==> src/rtl/nf10_barrier_port_client.sv <==
// Per-port barrier client: waits for the port's expected RX packets and a quiet
// stream, then handshakes barrier_req/barrier_proceed with the global aggregator.
module nf10_barrier_port_client #(
  parameter int CNT_WIDTH     = 16,
  parameter int DRAIN_CYCLES  = 8,
  parameter int ACTIVITY_HOLD = 16
) (
  input  logic                 clk,
  input  logic                 reset,
  input  logic                 barrier_cmd_valid,
  input  logic [CNT_WIDTH-1:0] barrier_cmd_count,
  output logic                 barrier_cmd_ready,
  input  logic                 pkt_rx_done,
  input  logic                 stream_beat,
  output logic                 barrier_req,
  input  logic                 barrier_proceed,
  output logic                 barrier_done,
  output logic                 activity,
  output logic [7:0]           barrier_num,
  output logic                 rx_overflow
);

  localparam int QW = $clog2(DRAIN_CYCLES + 1);
  localparam int HW = $clog2(ACTIVITY_HOLD + 1);

  typedef enum logic [1:0] {IDLE, DRAIN, REQ, RELEASE} state_t;

  state_t               state, state_nxt;
  logic [CNT_WIDTH-1:0] expected, rx_count, rx_base, rx_nxt;
  logic [QW-1:0]        quiet_cnt, quiet_nxt;
  logic [HW-1:0]        hold, hold_nxt;
  logic                 accept, release_done, ovf_evt;

  // quiet_nxt counts the current cycle too, so DRAIN exits once DRAIN_CYCLES
  // beat-free cycles have fully elapsed and barrier_req follows one cycle later.
  always_comb begin
    quiet_nxt = quiet_cnt;
    if (stream_beat)                      quiet_nxt = '0;
    else if (quiet_cnt != QW'(DRAIN_CYCLES)) quiet_nxt = quiet_cnt + 1'b1;
  end

  always_comb begin
    hold_nxt = hold;
    if (stream_beat || pkt_rx_done) hold_nxt = HW'(ACTIVITY_HOLD);
    else if (hold != '0)            hold_nxt = hold - 1'b1;
  end

  always_comb begin
    state_nxt    = state;
    accept       = 1'b0;
    release_done = 1'b0;
    case (state)
      IDLE: if (barrier_cmd_valid) begin
        accept    = 1'b1;
        state_nxt = DRAIN;
      end
      DRAIN: if (rx_count >= expected && quiet_nxt == QW'(DRAIN_CYCLES))
        state_nxt = REQ;
      REQ: if (barrier_proceed) state_nxt = RELEASE;
      RELEASE: if (!barrier_proceed) begin
        release_done = 1'b1;
        state_nxt    = IDLE;
      end
      default: state_nxt = IDLE;
    endcase
  end

  // A packet landing on the clear cycle counts toward the next epoch.
  always_comb begin
    rx_base = release_done ? '0 : rx_count;
    rx_nxt  = rx_base;
    if (pkt_rx_done && rx_base != '1) rx_nxt = rx_base + 1'b1;
  end

  // expected is 0 in IDLE, so any packet there is already one too many.
  assign ovf_evt = pkt_rx_done && (state == IDLE || rx_count >= expected);

  always_ff @(posedge clk) begin
    if (reset) begin
      state             <= IDLE;
      expected          <= '0;
      rx_count          <= '0;
      quiet_cnt         <= '0;
      hold              <= '0;
      barrier_cmd_ready <= 1'b1;
      barrier_req       <= 1'b0;
      barrier_done      <= 1'b0;
      activity          <= 1'b0;
      barrier_num       <= '0;
      rx_overflow       <= 1'b0;
    end else begin
      state             <= state_nxt;
      quiet_cnt         <= quiet_nxt;
      hold              <= hold_nxt;
      rx_count          <= rx_nxt;
      if (accept)            expected <= barrier_cmd_count;
      else if (release_done) expected <= '0;
      if (ovf_evt)           rx_overflow <= 1'b1;
      if (release_done)      barrier_num <= barrier_num + 1'b1;
      barrier_cmd_ready <= (state_nxt == IDLE);
      barrier_req       <= (state_nxt == REQ);
      barrier_done      <= release_done;
      activity          <= (hold_nxt != '0);
    end
  end

endmodule

==> config.mk <==
export PLATFORM = sky130hd
export DESIGN_NAME = nf10_barrier_port_client
export DESIGN_NICKNAME = d
export VERILOG_FILES = /design/src/rtl/nf10_barrier_port_client.sv
export SDC_FILE = /design/constraint.sdc
export NUM_CORES = 1
export LEC_CHECK = 0
export BUFFER_PORTS_ARGS = -buffer_cell sky130_fd_sc_hd__buf_2
export CORE_MARGIN = 2
export CORE_UTILIZATION = 58
export DETAILED_ROUTE_END_ITERATION = 10
export PLACE_DENSITY = 0.79
export SKIP_CTS_REPAIR_TIMING = 1
export SYNTH_ARGS = -nofsm -noshare
export SYNTH_HDL_FRONTEND = slang
export SYNTH_SLANG_ARGS = --single-unit
==> constraint.sdc <==
create_clock -name clk -period 3.1 [get_ports clk]
set_clock_uncertainty 0.1 [all_clocks]
set_input_delay 0.62 -clock clk [delete_from_list [all_inputs] [get_ports clk]]
set_output_delay 0.62 -clock clk [all_outputs]
set_load 0.02 [all_outputs]
==> results of run 1 <==
how the worst max path moves through the flow:
stage                    start            to  slack, ps  depth (start not counted)
2_1_floorplan  barrier_proceed   rx_count[6]        560                          9
3_3_place_gp   barrier_proceed  rx_count[15]        670                          9
3_5_place_dp   barrier_proceed   rx_count[1]        610                          9
4_1_cts            rx_count[0]   barrier_req        870                          7
5_1_grt            rx_count[0]   barrier_req        680                          7
6_report           rx_count[0]   barrier_req        880                          7
power groups by stage:
stage,Combinational [W],Clock (W),Sequential [W]
final,0.000188,0.000488,0.000771
after global routing,0.000215,0.000530,0.000774
after CTS,0.000189,0.000499,0.000770
after detailed placement,0.000188,0,0.000786
after global placement,0.000183,0,0.000786
after floorplan,0.000135,0,0.000787
registers in the layout, summed over array words and instances, names as in the netlist:
register and flops:
state 2, quiet_cnt 4, activity 1, barrier_cmd_ready 1
barrier_done 1, rx_count 16, hold 5, barrier_req 1
expected 16, rx_overflow 1, barrier_num 8
synthesized netlist by cell type, drive strengths merged, types with 3 or more instances:
master	n	area, um^2
and2	3	18.77
inv	20	75.07
xnor2	6	52.55
dfxtp	56	1121
nand4	10	75.07
o31ai	5	37.54
nor3	5	30.03
clkbuf	10	37.54
or3	4	25.02
nor4	3	18.77
xor2	11	96.34
a21oi	12	60.06
and4	4	40.04
nor2	48	182.7
a211oi	4	30.03
o21ai	10	50.04
o21a	4	30.03
buf	6	37.53
mux2i	3	30.03
a22oi	16	120.1
o211ai	3	22.52
ha	21	262.8
nand2b	3	18.77
nand3	8	52.55
a31oi	4	25.02
and3	6	38.79
nand2	24	92.59
kinds of logic after synthesis:
group,after synthesis,synth area share [%]
AOI/OAI and AO/OA,73,17.70
xor gates and xnor gates,17,5.075
adders and majority gates,21,8.955
buffers and inverters,36,5.117
DFF,56,38.21
muxes,4,1.407
and+or+nand+nor,130,23.54
through the flow:
| step | worst slack (ps) | std cells |
|---|---|---|
| after floorplan | 562.2 | 337 |
| after global placement | 670.1 | 425 |
| after detailed placement | 607.2 | 425 |
| after CTS | 874.6 | 433 |
| after global routing | 678.9 | 433 |
| final | 883.5 | 433 |
area by class of cell:
| type | instances | share of cell area, % |
|---|---|---|
| inverter | 20 | 2.309 |
| tap | 67 | 2.579 |
| sequential | 56 | 34.49 |
| clock buffer | 5 | 2.117 |
| timing repair buffer | 37 | 5.928 |
| clock inverter | 3 | 1.424 |
| multi-input combinational | 245 | 51.15 |
critical path: cells and delay by family (launching register included):
family / cells / cell delay (ps)
AOI/OAI and AO/OA: 4 / 1210
DFF: 1 / 360
adders and majority gates: 1 / 260
and+or+nand+nor: 1 / 140
buffers and inverters: 1 / 60
metal layers:
layer	global-route usage [%]	wire (um)	up-vias
met1	28.74	2705	1155
li1	-	-	1266
met5	0	0	-
met3	5.355	248	7
met2	38.99	2780	39
met4	7.738	76	0
==> out/qor.yml, run 1 <==
status: "finished clean"
rr_startpoint: "rx_count[0]"
p_leak_nw: 1.275
drt_pass1_iterations: 5
ff_latch_area_mm2: 0.001121
h-tree-depth: 2
clock_path_buffers: 2
critPathKind: "flop to flop"
io_buffers: 34
mostFrequentLayoutCell: "dfxtp_1"
route.detailed.drc: 0
synth_cell_types: 61
wire_per_inst_um: 13.42
ir_worst_vdd_uv: 373.7
combPwrFrac_pct: 13.0
die_w_um: 75.13
clkPwrFrac_pct: 33.7
clk_pin_slew_ps: 100
drt_iter0_drc: 160
syn_inst: 337
synth_fp_nets: 380
crit_chain: "inv_1, ha_1, nand2b_1, a2111oi_0, o311a_1, o21ai_0, a31o_2"
worstMarginPinSlew_ps: 653.9
synth-edff-count: 0
grt_start_max_net_pins: 26
design_area_mm2: 0.003251
area_growth_pct: 10.79
min_path_type: "flop to flop"
nFillCells: 380
grt_pass1_wl_mm: 9.867
period_needed_ps: 2217
end_kind: "flop"
crit_slowest_cell: "a2111oi_0"
hold_slack_ps: 393.1
rsz0062_at_grt: "false"
hold_start: "hold[4]"
fin_total_pwr_w: 0.001447
powerDensity_mw_per_mm2: 445.0
track_usage_pct: 22.99
max_freq_mhz: 451.2
n_antenna_cell: 0
arrival_ps: 2330
numCtsBuffers: 5
dieArea_mm2: 0.005644
placed_area_mm2: 0.003136
hpwl_mm: 4.410
synthArstFlopShare_pct: 0
switchingPower_w: 0.0003759
cts-root-buf: "clkbuf_8"
tns_ps: 0
synth-seq-area-share_pct: 38.21
reg2reg_setup_slack_ps: 880
max_cap_viol_count: 0
r2r-end: "barrier_req"
ys_ff_latch: 56
cp.required_ps: 3220
reg2regPathDepth: 7
finalCritPeriodShare_pct: 71.50
yosys_warnings: 0
first_global_vias: 2248
io_pins: 35
antenna_found_initial: 0
switching_share_pct: 25.98
fin_util_pct: 67.92
clkLatencyLatePin_ps: 310
slew_viol_final: 0
p_int_w: 0.001071
cts_num_sinks: 56
ant_nets: 0
syn_area_per_cell_um2: 8.706
final_cell_mix: "dfxtp_1, nor2_1, buf_2, nand2_1, ha_1"
cp-start-kind: "flop"
syn_area_mm2: 0.002934
cts_tree: "built"
multi_input_area_mm2: 0.001663
via_per_inst: 5.697
hold_end: "hold[4]"
std_cell_rows: 25
synth_top_flop_cell: "dfxtp_1"
slew-limit-headroom_pct: 56.36
routabilityCongestion: 0.8885
drive_above_1_share_pct: 16.39
p_seq_share_pct: 53.3
worst-path-max-fanout: 3
max_stage_delay_ps: 530
drt-total-wl_mm: 5.811
vias: 2467
grt-ovfl-total: 0
hold_violations: 0
setup_viol: 0
fin_nets: 408
whs_path_depth: 2
start_util_pct: 61.31
core_area_mm2: 0.004786
die_y_um: 75.13
Power figures use the tool's default switching activity.
==> run 2, diff against run 1 <==
--- a/config.mk
+++ b/config.mk
@@ -7,9 +7,9 @@
 export LEC_CHECK = 0
 export BUFFER_PORTS_ARGS = -buffer_cell sky130_fd_sc_hd__buf_2
 export CORE_MARGIN = 2
-export CORE_UTILIZATION = 58
+export CORE_UTILIZATION = 52
 export DETAILED_ROUTE_END_ITERATION = 10
-export PLACE_DENSITY = 0.79
+export PLACE_DENSITY = 0.75
 export SKIP_CTS_REPAIR_TIMING = 1
 export SYNTH_ARGS = -nofsm -noshare
 export SYNTH_HDL_FRONTEND = slang
==> constraint.sdc (replaced) <==
create_clock -name clk -period 1.8 [get_ports clk]
set_clock_uncertainty 0.1 [all_clocks]
set_input_delay 0.36 -clock clk [delete_from_list [all_inputs] [get_ports clk]]
set_output_delay 0.36 -clock clk [all_outputs]
set_load 0.02 [all_outputs]
==> run 2 against run 1 <==
- final cell count is 12% higher
- fmax grew 14%
- clock power up 80%
- via count increased by 12%
- core utilization up 3.8 points
- routed wire length rose by 30%
- flip-flop and latch count unchanged
- highest routed layer unchanged
- combinational power rose to 2.5 times the previous value
- sequential share of layout area is 5.4 points lower
- first-iteration DRC count decreased by 4.4%
- total power increased by 86%
- die area rose by 11%
- the flow now finishes with violations (setup timing)
- largest cell class unchanged
==> out/qor.yml, run 2 (synthesis results as in run 1) <==
status: "finished with violations"
failed_checks: "setup timing"
cp.required_ps: 1940
wire_per_inst_um: 15.63
hpwl_mm: 5.000
cts-root-buf: "clkbuf_8"
core_area_mm2: 0.005473
mostFrequentLayoutCell: "buf_4"
max_freq_mhz: 512.1
clk_pin_slew_ps: 110
critPathKind: "flop to flop"
hold_start: "barrier_cmd_valid"
worstMarginPinSlew_ps: 472.8
clkLatencyLatePin_ps: 320
n_antenna_cell: 0
powerDensity_mw_per_mm2: 684.2
finalCritPeriodShare_pct: 108.5
start_util_pct: 53.61
io_pins: 35
clock_path_buffers: 2
numCtsBuffers: 5
slew_viol_final: 0
drive_above_1_share_pct: 38.11
die_y_um: 79.12
fin_ws_ps: -152.8
slew-limit-headroom_pct: 68.36
cp-start-kind: "flop"
std_cell_rows: 27
arrival_ps: 2100
ant_nets: 0
rr_startpoint: "expected[2]"
routabilityCongestion: 0.8650
worst-path-max-fanout: 2
fin_nets: 454
area_growth_pct: 33.82
drt-total-wl_mm: 7.565
vias: 2752
ir_worst_vdd_uv: 550.0
final_cell_mix: "buf_4, nor2_1, dfxtp_1, buf_2, nand2_1"
period_needed_ps: 1953
antenna_found_initial: 0
dieArea_mm2: 0.006259
drt_pass1_iterations: 5
reg.largest.list: "expected: 16 flops, rx_count: 16 flops, barrier_num: 8 flops"
nFillCells: 389
busiest_layer: "met2"
via_per_inst: 5.686
grt_pass1_wl_mm: 11.38
met2_usage_pct: 40.17
min_path_type: "primary input to flop"
grt_start_max_net_pins: 22
startpoint: "expected[2]"
max_cap_viol_count: 0
cts_tree: "built"
setup_viol: 10
fin_util_pct: 71.74
place_ws_ps: -248.5
h-tree-depth: 2
first_global_vias: 2526
cts_num_sinks: 56
die_w_um: 79.12
drt_iter0_drc: 153
rsz0062_at_grt: "true"
track_usage_pct: 22.86
p_leak_nw: 1.574
route.detailed.drc: 0
end_kind: "flop"
io_buffers: 34
hold_violations: 0
met1_usage_pct: 28.89
grt.met3_usage_pct: 4.091
grt-ovfl-total: 0
==> run 2: cell count changes in the layout (fill, tap and decap cells not counted), moves of 4 or more <==
| cell | change |
|---|---|
| dfxtp_2 | +14 |
| buf_4 | +44 |
| inv_1 | -5 |
| inv_2 | +4 |
| ha_1 | -7 |
| ha_4 | +7 |
| dfxtp_1 | -15 |
| a211oi_1 | -4 |
==> run 2: path summary, 6_finish.rpt <==
kind         cells past startpoint                 to  slack, ps
max                              7        rx_overflow       -150
min                              2  barrier_cmd_ready        160
max reg2reg                      7        rx_overflow       -150
min reg2reg                      2            hold[4]        410
==> run 2: where the power goes <==
group	switching, W	total, W	internal, W
Combinational	0.000256	0.000475	0.000219
Clock	0.000424	0.000880	0.000456
Sequential	0.0000401	0.00133	0.00129
==> run 2: worst max-delay path, cell delays in order (launching register included) <==
cell and delay (ps):
dfxtp_2 370, inv_2 60, ha_4 250, o21a_1 120, o2111ai_1 100, o311a_1 410, o21a_1 250, a211oi_2 220
==> run 2: stage by stage <==
step	instances	hold WS [ps]	area (um^2)	total power, W	TNS (ps)
2_1_floorplan	337	363.5	2994	0.001605	-1024
3_3_place_gp	473	378.1	3512	0.001727	-2253
3_5_place_dp	473	392.0	3512	0.001741	-2757
4_1_cts	481	146.2	3633	0.002608	-1982
5_1_grt	484	169.4	3926	0.002800	-1951
6_report	484	156.9	3926	0.002686	-814.8
==> run 2: layout make-up <==
type,count,area (um^2),area share (%)
repair buffers,83,545.5,13.89
multi-input cells,245,1949,49.65
well taps,72,90.09,2.294
inverters,20,77.57,1.976
clock buffers,6,82.58,2.103
clock inverters,2,38.79,0.9879
flip-flops and latches,56,1142,29.10
==> run 2: metal layers <==
metal / vias to the layer above / part of all wire [%]
met2: 78 / 52
met3: 20 / 3.9
met4: 0 / 2.1
met5: - / 0
li1: 1356 / -
met1: 1298 / 42
==> run 3, diff against run 2 <==
--- a/config.mk
+++ b/config.mk
@@ -7,9 +7,9 @@
 export LEC_CHECK = 0
 export BUFFER_PORTS_ARGS = -buffer_cell sky130_fd_sc_hd__buf_2
 export CORE_MARGIN = 2
-export CORE_UTILIZATION = 52
+export CORE_UTILIZATION = 58
 export DETAILED_ROUTE_END_ITERATION = 10
-export PLACE_DENSITY = 0.75
+export PLACE_DENSITY = 0.79
 export SKIP_CTS_REPAIR_TIMING = 1
 export SYNTH_ARGS = -nofsm -noshare
 export SYNTH_HDL_FRONTEND = slang
==> constraint.sdc (replaced) <==
create_clock -name clk -period 2 [get_ports clk]
set_clock_uncertainty 0.1 [all_clocks]
set_input_delay 0.4 -clock clk [delete_from_list [all_inputs] [get_ports clk]]
set_output_delay 0.4 -clock clk [all_outputs]
set_load 0.02 [all_outputs]
==> run 3 against run 2 <==
- the run now ends clean
- hold slack improved by 32 ps
- sequential share of layout area is 2.8 points higher
- worst setup slack better by 210 ps
- die area decreased by 9.8%
- first-iteration DRC count is 9.8% higher
==> out/qor.yml, run 3 (synthesis results as in run 1) <==
via_per_inst: 5.630
cp-start-kind: "flop"
drt-total-wl_mm: 6.335
critPathKind: "flop to flop"
setup_viol: 0
min_path_type: "primary input to flop"
p_seq_share_pct: 51.9
drive_above_1_share_pct: 25.06
place_inst: 454
cts-root-buf: "clkbuf_8"
grt_start_max_net_pins: 19
core_area_mm2: 0.004786
reg.largest.list: "expected: 16 flops, rx_count: 16 flops, barrier_num: 8 flops"
instances_no_fill: 462
drt_iter0_drc: 168
clk_pin_slew_ps: 100
final_cell_mix: "dfxtp_1, nor2_1, buf_2, buf_4, nand2_1"
area_growth_pct: 20.30
routabilityCongestion: 0.8879
period_needed_ps: 1947
io_buffers: 34
powerDensity_mw_per_mm2: 651.8
switching_share_pct: 26.14
placed_area_mm2: 0.003388
finalCritPeriodShare_pct: 97.35
die_y_um: 75.13
track_usage_pct: 24.17
dieArea_mm2: 0.005644
p_int_w: 0.001699
wire_per_inst_um: 13.71
arrival_ps: 2070
numCtsBuffers: 5
clkPwrFrac_pct: 33.0
fin_total_pwr_w: 0.002301
cts_tree: "built"
n_antenna_cell: 0
slew-limit-headroom_pct: 57.10
start_util_pct: 61.31
cts_num_sinks: 56
fin_ws_ps: 53.02
drt_pass1_iterations: 4
first_global_vias: 2431
grt_pass1_wl_mm: 10.50
switchingPower_w: 0.0006014
cp.required_ps: 2120
fin_util_pct: 73.75
clock_path_buffers: 2
mostFrequentLayoutCell: "dfxtp_1"
nFillCells: 364
max_freq_mhz: 513.6
p_leak_nw: 1.463
status: "finished clean"
grt-ovfl-total: 0
worst-path-max-fanout: 3
route.detailed.drc: 0
antenna_found_initial: 0
std_cell_rows: 25
die_w_um: 75.13
hold_violations: 0
end_kind: "flop"
slew_viol_final: 0
vias: 2601
hpwl_mm: 4.827
design_area_mm2: 0.003530
combPwrFrac_pct: 15.1
ant_nets: 0
max_cap_viol_count: 0
worstMarginPinSlew_ps: 642.7
ir_worst_vdd_uv: 599.8
place_ws_ps: -124.0
clkLatencyLatePin_ps: 310
io_pins: 35
fin_nets: 437
h-tree-depth: 2
## run 3: changes by cell type in the layout (fill, tap and decap cells not counted), moves of 3 or more
cell / previous run / this run
nor2_4: 3 / 0
inv_2: 4 / 0
ha_1: 14 / 20
ha_4: 7 / 1
dfxtp_1: 41 / 53
dfxtp_2: 14 / 3
a211oi_1: 0 / 3
nor2_2: 0 / 3
and3_4: 3 / 0
inv_1: 15 / 20
buf_4: 47 / 32
## run 3: metal layers
metal  track usage, %  vias up  share of wire (%)
li1                 -     1318                  -
met1            30.20     1220                 46
met2            42.20       50                 49
met3            3.748       13                2.9
met4            8.532        0                1.8
met5                0        -                  0
## run 3: final cells by class
| cell class | count | area [um^2] | area share [%] |
|---|---|---|---|
| multi-input combinational | 245 | 1720 | 48.74 |
| sequential | 56 | 1125 | 31.87 |
| timing repair buffer | 66 | 410.4 | 11.63 |
| tap | 67 | 83.83 | 2.375 |
| inverter | 20 | 75.07 | 2.127 |
| clock buffer | 5 | 68.82 | 1.950 |
| clock inverter | 3 | 46.29 | 1.312 |
## run 3: worst max-delay path: stages, from the launching register on
cell and delay, ps:
dfxtp_1 350, inv_1 50, ha_1 300, and4_4 210
nor2b_1 120, a211oi_1 310, o21ai_1 180, a31o_2 230
## run 3: power groups by stage
stage	sequential (W)	clock [W]	combinational, W
floorplan	0.00122	0	0.000214
global placement	0.00122	0	0.000321
detailed placement	0.00122	0	0.000330
CTS	0.00119	0.000775	0.000333
global route	0.00120	0.000808	0.000388
finish	0.00119	0.000760	0.000347
## run 3: path summary, 6_finish.rpt
check	slack, ps	startpoint	depth (start not counted)	endpoint
max	50	expected[10]	7	barrier_req
min reg2reg	400	state[1]	2	state[1]
min	190	barrier_cmd_valid	2	barrier_cmd_ready
max reg2reg	50	expected[10]	7	barrier_req
## run 3: through the flow
step           hold slack, ps  TNS [ps]
2_1_floorplan           363.8    -40.98
3_3_place_gp            380.9    -50.61
3_5_place_dp            384.1    -254.0
4_1_cts                 183.9    -41.54
5_1_grt                 198.2    -6.436
6_report                188.5         0
